File: src/rtl/mem_demux.sv
// Receive-side memory demux: unpacks the 54-bit link stream and routes each data
// word to one of 12 destination memories with per-BX write addresses and status.
module mem_demux #(
  parameter int unsigned ADDR_W = 6,
  parameter int unsigned ERR_W  = 8
) (
  input  logic              clk,
  input  logic              reset_n,
  input  logic [53:0]       stream_in,
  output logic [11:0]       wr_en,
  output logic [ADDR_W-1:0] wr_addr,
  output logic [2:0]        wr_bx,
  output logic [44:0]       wr_dat,
  output logic              bx_new,
  output logic [2:0]        bx_prev,
  output logic [11:0]       ovf,
  output logic [ERR_W-1:0]  err_cnt
);

  localparam int unsigned N_DST = 12;
  localparam int unsigned CNT_W = ADDR_W + 1;
  localparam int unsigned DEPTH = 1 << ADDR_W;

  logic [53:0]      s1;
  logic [CNT_W-1:0] cnt [N_DST];
  logic [2:0]       cur_bx;
  logic             have_bx;

  logic [1:0]       hdr;
  logic [2:0]       bx;
  logic [3:0]       sel;
  logic [44:0]      dat;
  logic             is_data;
  logic             is_bad;
  logic [3:0]       dst;
  logic             new_bx;
  logic [CNT_W-1:0] cnt_sel;
  logic             full;

  assign hdr = s1[53:52];
  assign bx  = s1[51:49];
  assign sel = s1[48:45];
  assign dat = s1[44:0];

  // Classify the stage-1 word and map sel to a destination index
  always_comb begin
    is_data = 1'b0;
    is_bad  = 1'b0;
    dst     = 4'd0;
    unique case (hdr)
      2'b00: ;
      2'b01: begin
        unique case (sel)
          4'b1111: ;
          4'b0000, 4'b1010, 4'b1110: is_bad = 1'b1;
          4'b1011: begin is_data = 1'b1; dst = 4'd9;  end
          4'b1100: begin is_data = 1'b1; dst = 4'd10; end
          4'b1101: begin is_data = 1'b1; dst = 4'd11; end
          default: begin is_data = 1'b1; dst = sel - 4'd1; end
        endcase
      end
      default: is_bad = 1'b1;
    endcase
  end

  // A new BX restarts every counter, so the selected address is 0 in that case
  always_comb begin
    new_bx  = is_data && (!have_bx || (bx != cur_bx));
    cnt_sel = new_bx ? '0 : cnt[dst];
    full    = (cnt_sel == CNT_W'(DEPTH));
  end

  always_ff @(posedge clk) begin
    if (!reset_n) begin
      s1      <= '0;
      cur_bx  <= '0;
      have_bx <= 1'b0;
      wr_en   <= '0;
      wr_addr <= '0;
      wr_bx   <= '0;
      wr_dat  <= '0;
      bx_new  <= 1'b0;
      bx_prev <= '0;
      ovf     <= '0;
      err_cnt <= '0;
      for (int k = 0; k < N_DST; k++) cnt[k] <= '0;
    end else begin
      s1     <= stream_in;
      wr_en  <= '0;
      bx_new <= 1'b0;

      if (is_bad && (err_cnt != {ERR_W{1'b1}}))
        err_cnt <= err_cnt + ERR_W'(1);

      if (is_data) begin
        if (new_bx) begin
          for (int k = 0; k < N_DST; k++) cnt[k] <= '0;
          ovf     <= '0;
          bx_new  <= 1'b1;
          bx_prev <= have_bx ? cur_bx : 3'd0;
          cur_bx  <= bx;
          have_bx <= 1'b1;
        end
        // Full destination: drop the word, park the counter and flag overflow
        if (full) begin
          ovf[dst] <= 1'b1;
        end else begin
          wr_en    <= N_DST'(1) << dst;
          wr_addr  <= cnt_sel[ADDR_W-1:0];
          wr_bx    <= bx;
          wr_dat   <= dat;
          cnt[dst] <= cnt_sel + CNT_W'(1);
        end
      end
    end
  end

endmodule

File: config.mk
export PLATFORM = sky130hd
export DESIGN_NAME = mem_demux
export DESIGN_NICKNAME = d
export VERILOG_FILES = /design/src/rtl/mem_demux.sv
export SDC_FILE = /design/constraint.sdc
export NUM_CORES = 1
export LEC_CHECK = 0
export BUFFER_PORTS_ARGS = -buffer_cell sky130_fd_sc_hd__clkbuf_2
export CORE_MARGIN = 3
export CORE_UTILIZATION = 55
export DETAILED_ROUTE_END_ITERATION = 10
export PLACE_DENSITY = 0.77
export SLEW_MARGIN = 40
export SYNTH_ARGS = -nofsm -noshare
export SYNTH_HDL_FRONTEND = slang
export SYNTH_SLANG_ARGS = --single-unit
export TNS_END_PERCENT = 10
File: constraint.sdc
create_clock -name clk -period 6 [get_ports clk]
set_input_delay 0.3 -clock clk [delete_from_list [all_inputs] [get_ports clk]]
set_output_delay 0.3 -clock clk [all_outputs]
set_load 0.02 [all_outputs]
==> results.txt <==
----------------------------------------------------
[Die]
  Initial core utilization ... 0.5637
  Die width ... 144.9 um
  Core box area ... 18830 um^2
  IO Count ... 146
  Row count ... 50
  Die outline area ... 21000 um^2
  Height of the chip ... 144.9 um

[Timing]
  RSZ-0062 raised after global routing ... no
  Total Neg Setup Slack ... 0 ns
  Final setup violation count ... 0
  Slew at the pin with the worst max-slew slack ... 0.8501 ns
  Slew headroom ... 0.4311
  Final number of max-transition violations ... 0
  Minimum clock period after layout ... 5.223 ns
  Tcrit/Tclk final ... 0.8704
  Layout Skew ... 0.01603 ns
  Number of hold violations in the final report ... 0
  Timing-limited maximum frequency ... 191.5 MHz

[Layout]
  Sequential cell area ... 6326 um^2
  Final Net Count ... 1237
  Multi-input logic area ... 3968 um^2
  Growth of design area from synthesis to finish ... 22.89%
  Antenna diode count ... 0
  Number of inserted filler cells in the final layout ... 1289
  Final Non-Filler Cells ... 1455
  Share of cells above drive strength 1 ... 0.2017

[Power and ir drop]
  Leakage power of the design ... 4.992 nW
  Max VDD drop ... 0.2458 mV
  Pwr dens ... 308.8 nW/um^2

[Global routing]
  Wire length of the first global-routing pass ... 45470 um
  Number of global-route vias before repair ... 8230
  Grt total ovfl ... 0
  GRT Resource Usage Total ... 0.2662
  Initial antenna violation count ... 0
  Largest net degree at the start of global routing ... 113

[Clock tree]
  Library cell used as clock root buffer ... clkbuf_16
  Clk_lat worst skew ... 0.54 ns
  Number of buffers on the longest clock path ... 3
  Setup Fix Bufs, Post-CTS ... 0
  Clock tree from TritonCTS ... yes
  Clock edge transition at the registers on the reported setup and hold paths ... 0.06 ns
  Total clock sinks ... 260
  Resize count post-CTS ... 0
  Number of levels in the clock H-tree ... 1
  Hold-fix buffers, CTS ... 54
  Total CTS buffers ... 28

[Critical path]
  Cell type of the slowest stage on the worst timing path ... o21ai_4
  Worst Path Buf+Inv ... 2
  Largest fanout on the critical path ... 26
  Worst EP required ... 6.18 ns
  Critical setup path kind ... flip-flop to flip-flop
  Largest delay contributor family on the critical path ... compound AO/OA/AOI/OAI gates
  Critical Path Source Type ... flip-flop
  Delay contributed by the slowest stage of the critical path ... 0.72 ns
  Critical Path AT ... 5.40 ns
  Critical path cell sequence ... inv_1 > ha_1 > or4_1 > o211a_2 > o31a_2 > o31ai_1 > a21oi_1 > and4_1 > inv_1 > ha_1 > or4b_1 > o21ai_4 > o21ai_1
  Critical Path Sink Type ... flip-flop

[Route]
  Drt via density ... 5.815
  Via count ... 8461
  Number of remaining DRC errors ... 0
  First-pass iteration count of the detailed router ... 6
  Remaining antenna violation count ... 0
  Avg WL per Cell ... 19.62 um
  Total routed wirelength ... 28550 um
  DRC violation total after the first TritonRoute iteration ... 957

[Yosys]
  Most common flop cell mapped by yosys ... dfxtp_1
  Share of synthesized flip-flops with an asynchronous set or reset ... 0
  Ranking of synthesized cells by area ... edfxtp_1 (32%), dfxtp_1 (28%), nand2_1 (5.3%)
  Proportion of netlist area held by the largest area contributor ... 0.3169
  Mean cell area of the mapped netlist ... 10.68 um^2
  Area of the mapped netlist ... 10610 um^2
  Syn Nets ... 1057
  Biggest area consumer among synthesized cells ... edfxtp_1
  Synth Instances ... 994
  Register area share after synthesis ... 0.5960
  Number of enable flip-flop cells after synthesis ... 112
  Unique masters post-synth ... 66
  Yosys synthesis warning count ... 0
  Number of flip-flops and latches in the synthesized netlist ... 260

[Run]
  Max-capacitance violation count ... 0

[Min path]
  Min-delay worst type ... primary input to flip-flop

[Placed design]
  Detailed placer's ending HPWL ... 18640 um
  Number of placed cells counting well taps ... 1350
  Buffers added on ports ... 145
  Gp weighted congestion ... 1.004

[Run status]
  Status ... finished clean

----------------------------------------------------
## cell families after synthesis
| family | after synthesis | share of synthesized area |
|---|---|---|
| buf+inv | 87 | 0.03973 |
| mux | 54 | 0.05093 |
| xor+xnor | 13 | 0.01073 |
| fa+ha+maj | 7 | 0.008251 |
| compound gates | 169 | 0.1162 |
| simple gates | 404 | 0.1781 |
| flops | 260 | 0.5960 |
## cell usage in the layout, fill, tap and decap left out, types with 5 or more instances in the layout
master         Yosys  routed
dlygate4sd3_1      0      54
nor3_1            54      50
o221ai_1           5       5
nand3_1            9       9
clkbuf_16          0      29
or3_1              8       8
nand4_1            6       6
and2_1            57      57
a21oi_1           26      26
a211oi_1          23      23
edfxtp_1         112     112
o21ai_1            4      10
clkbuf_2           0     144
o22ai_1           20      20
xnor2_1            9       7
ha_1               7       7
buf_4              5      23
o31ai_1           12      10
nor2_1            91      90
nand2_1          149     149
o21ai_0           16       9
clkbuf_8           0       6
inv_1             14      13
a32o_1            11      11
mux2i_1           54      54
clkbuf_1          41       8
o41ai_1            7       7
dfxtp_1          148     148
## power by group
part / switching [mW] / internal, mW / leakage [nW] / total (mW)
registers: 0.0330 / 1.92 / 2.34 / 1.95
logic: 0.280 / 0.143 / 2.20 / 0.423
clock network: 0.681 / 0.971 / 0.445 / 1.65
## synth_stat cells, types with 5 or more instances
library cell and n:
a32o_1 11, o21a_1 6, buf_4 5, nor2_1 91
buf_2 19, o41ai_1 7, o21ai_0 16, edfxtp_1 112
xnor2_1 9, a211oi_1 23, mux2i_1 54, ha_1 7
o22ai_1 20, nand2_1 149, and2_1 57, or3_1 8
inv_1 14, o221ai_1 5, a21oi_1 26, nand3_1 9
clkbuf_1 41, o31ai_1 12, buf_6 7, dfxtp_1 148
nand4_1 6, nor3_1 54
## registers in the layout, summed over array words and instances (netlist names)
register,cells
bx_new,1
bx_prev,3
cnt,112
cur_bx,3
err_cnt,8
have_bx,1
ovf,12
s1,54
wr_addr,6
wr_bx,3
wr_dat,45
wr_en,12
## worst min-delay path: cells and delay by family
| family | cells | cell delay, ns |
|---|---|---|
| buffers and inverters | 1 | 0.26 |
| and+or+nand+nor | 1 | 0.13 |
| muxes | 1 | 0.05 |
## worst paths after layout
path | from | end | slack [ns] | depth (start not counted)
hold reg to reg | s1[19]$_SDFF_PN0_ | wr_dat[19]$_SDFFE_PN0N_ | 0.44 | 2
setup / recovery | s1[45]$_SDFF_PN0_ | cnt[1][1]$_SDFFCE_PN0P_ | 0.78 | 13
setup reg to reg | s1[45]$_SDFF_PN0_ | cnt[1][1]$_SDFFCE_PN0P_ | 0.78 | 13
hold / removal | reset_n | wr_dat[41]$_SDFFE_PN0N_ | 0.28 | 3
## through the flow
stage | util | power [mW] | hold WS, ns | area, um^2 | setup slack (ns)
floorplan | - | 2.223 | 0.4236 | 10610 | 0.7369
global placement | 0.6124 | 2.358 | 0.4247 | 11530 | 0.8306
detailed placement | 0.6152 | 2.367 | 0.4326 | 11580 | 0.7288
CTS | 0.6921 | 4.032 | 0.2634 | 13030 | 0.7048
global route | 0.6927 | 4.165 | 0.2961 | 13040 | 0.5304
finish | 0.6927 | 4.027 | 0.2837 | 13040 | 0.7774
## final cells by class
class	count	area share
Multi-Input combinational cell	647	0.3042
Tap cell	260	0.02494
Inverter	14	0.004029
Timing Repair Buffer	223	0.1123
Sequential cell	260	0.4850
Clock inverter	7	0.004700
Clock buffer	44	0.06484
## routing by layer
layer / GRT usage / wire (um) / up-vias
met3: 0.08026 / 3251 / 74
li1: - / - / 3916
met5: 0 / 0 / -
met1: 0.3420 / 10750 / 3989
met4: 0.08266 / 820 / 0
met2: 0.4369 / 13730 / 482
No activity file was read; power rests on OpenSTA's default activity.
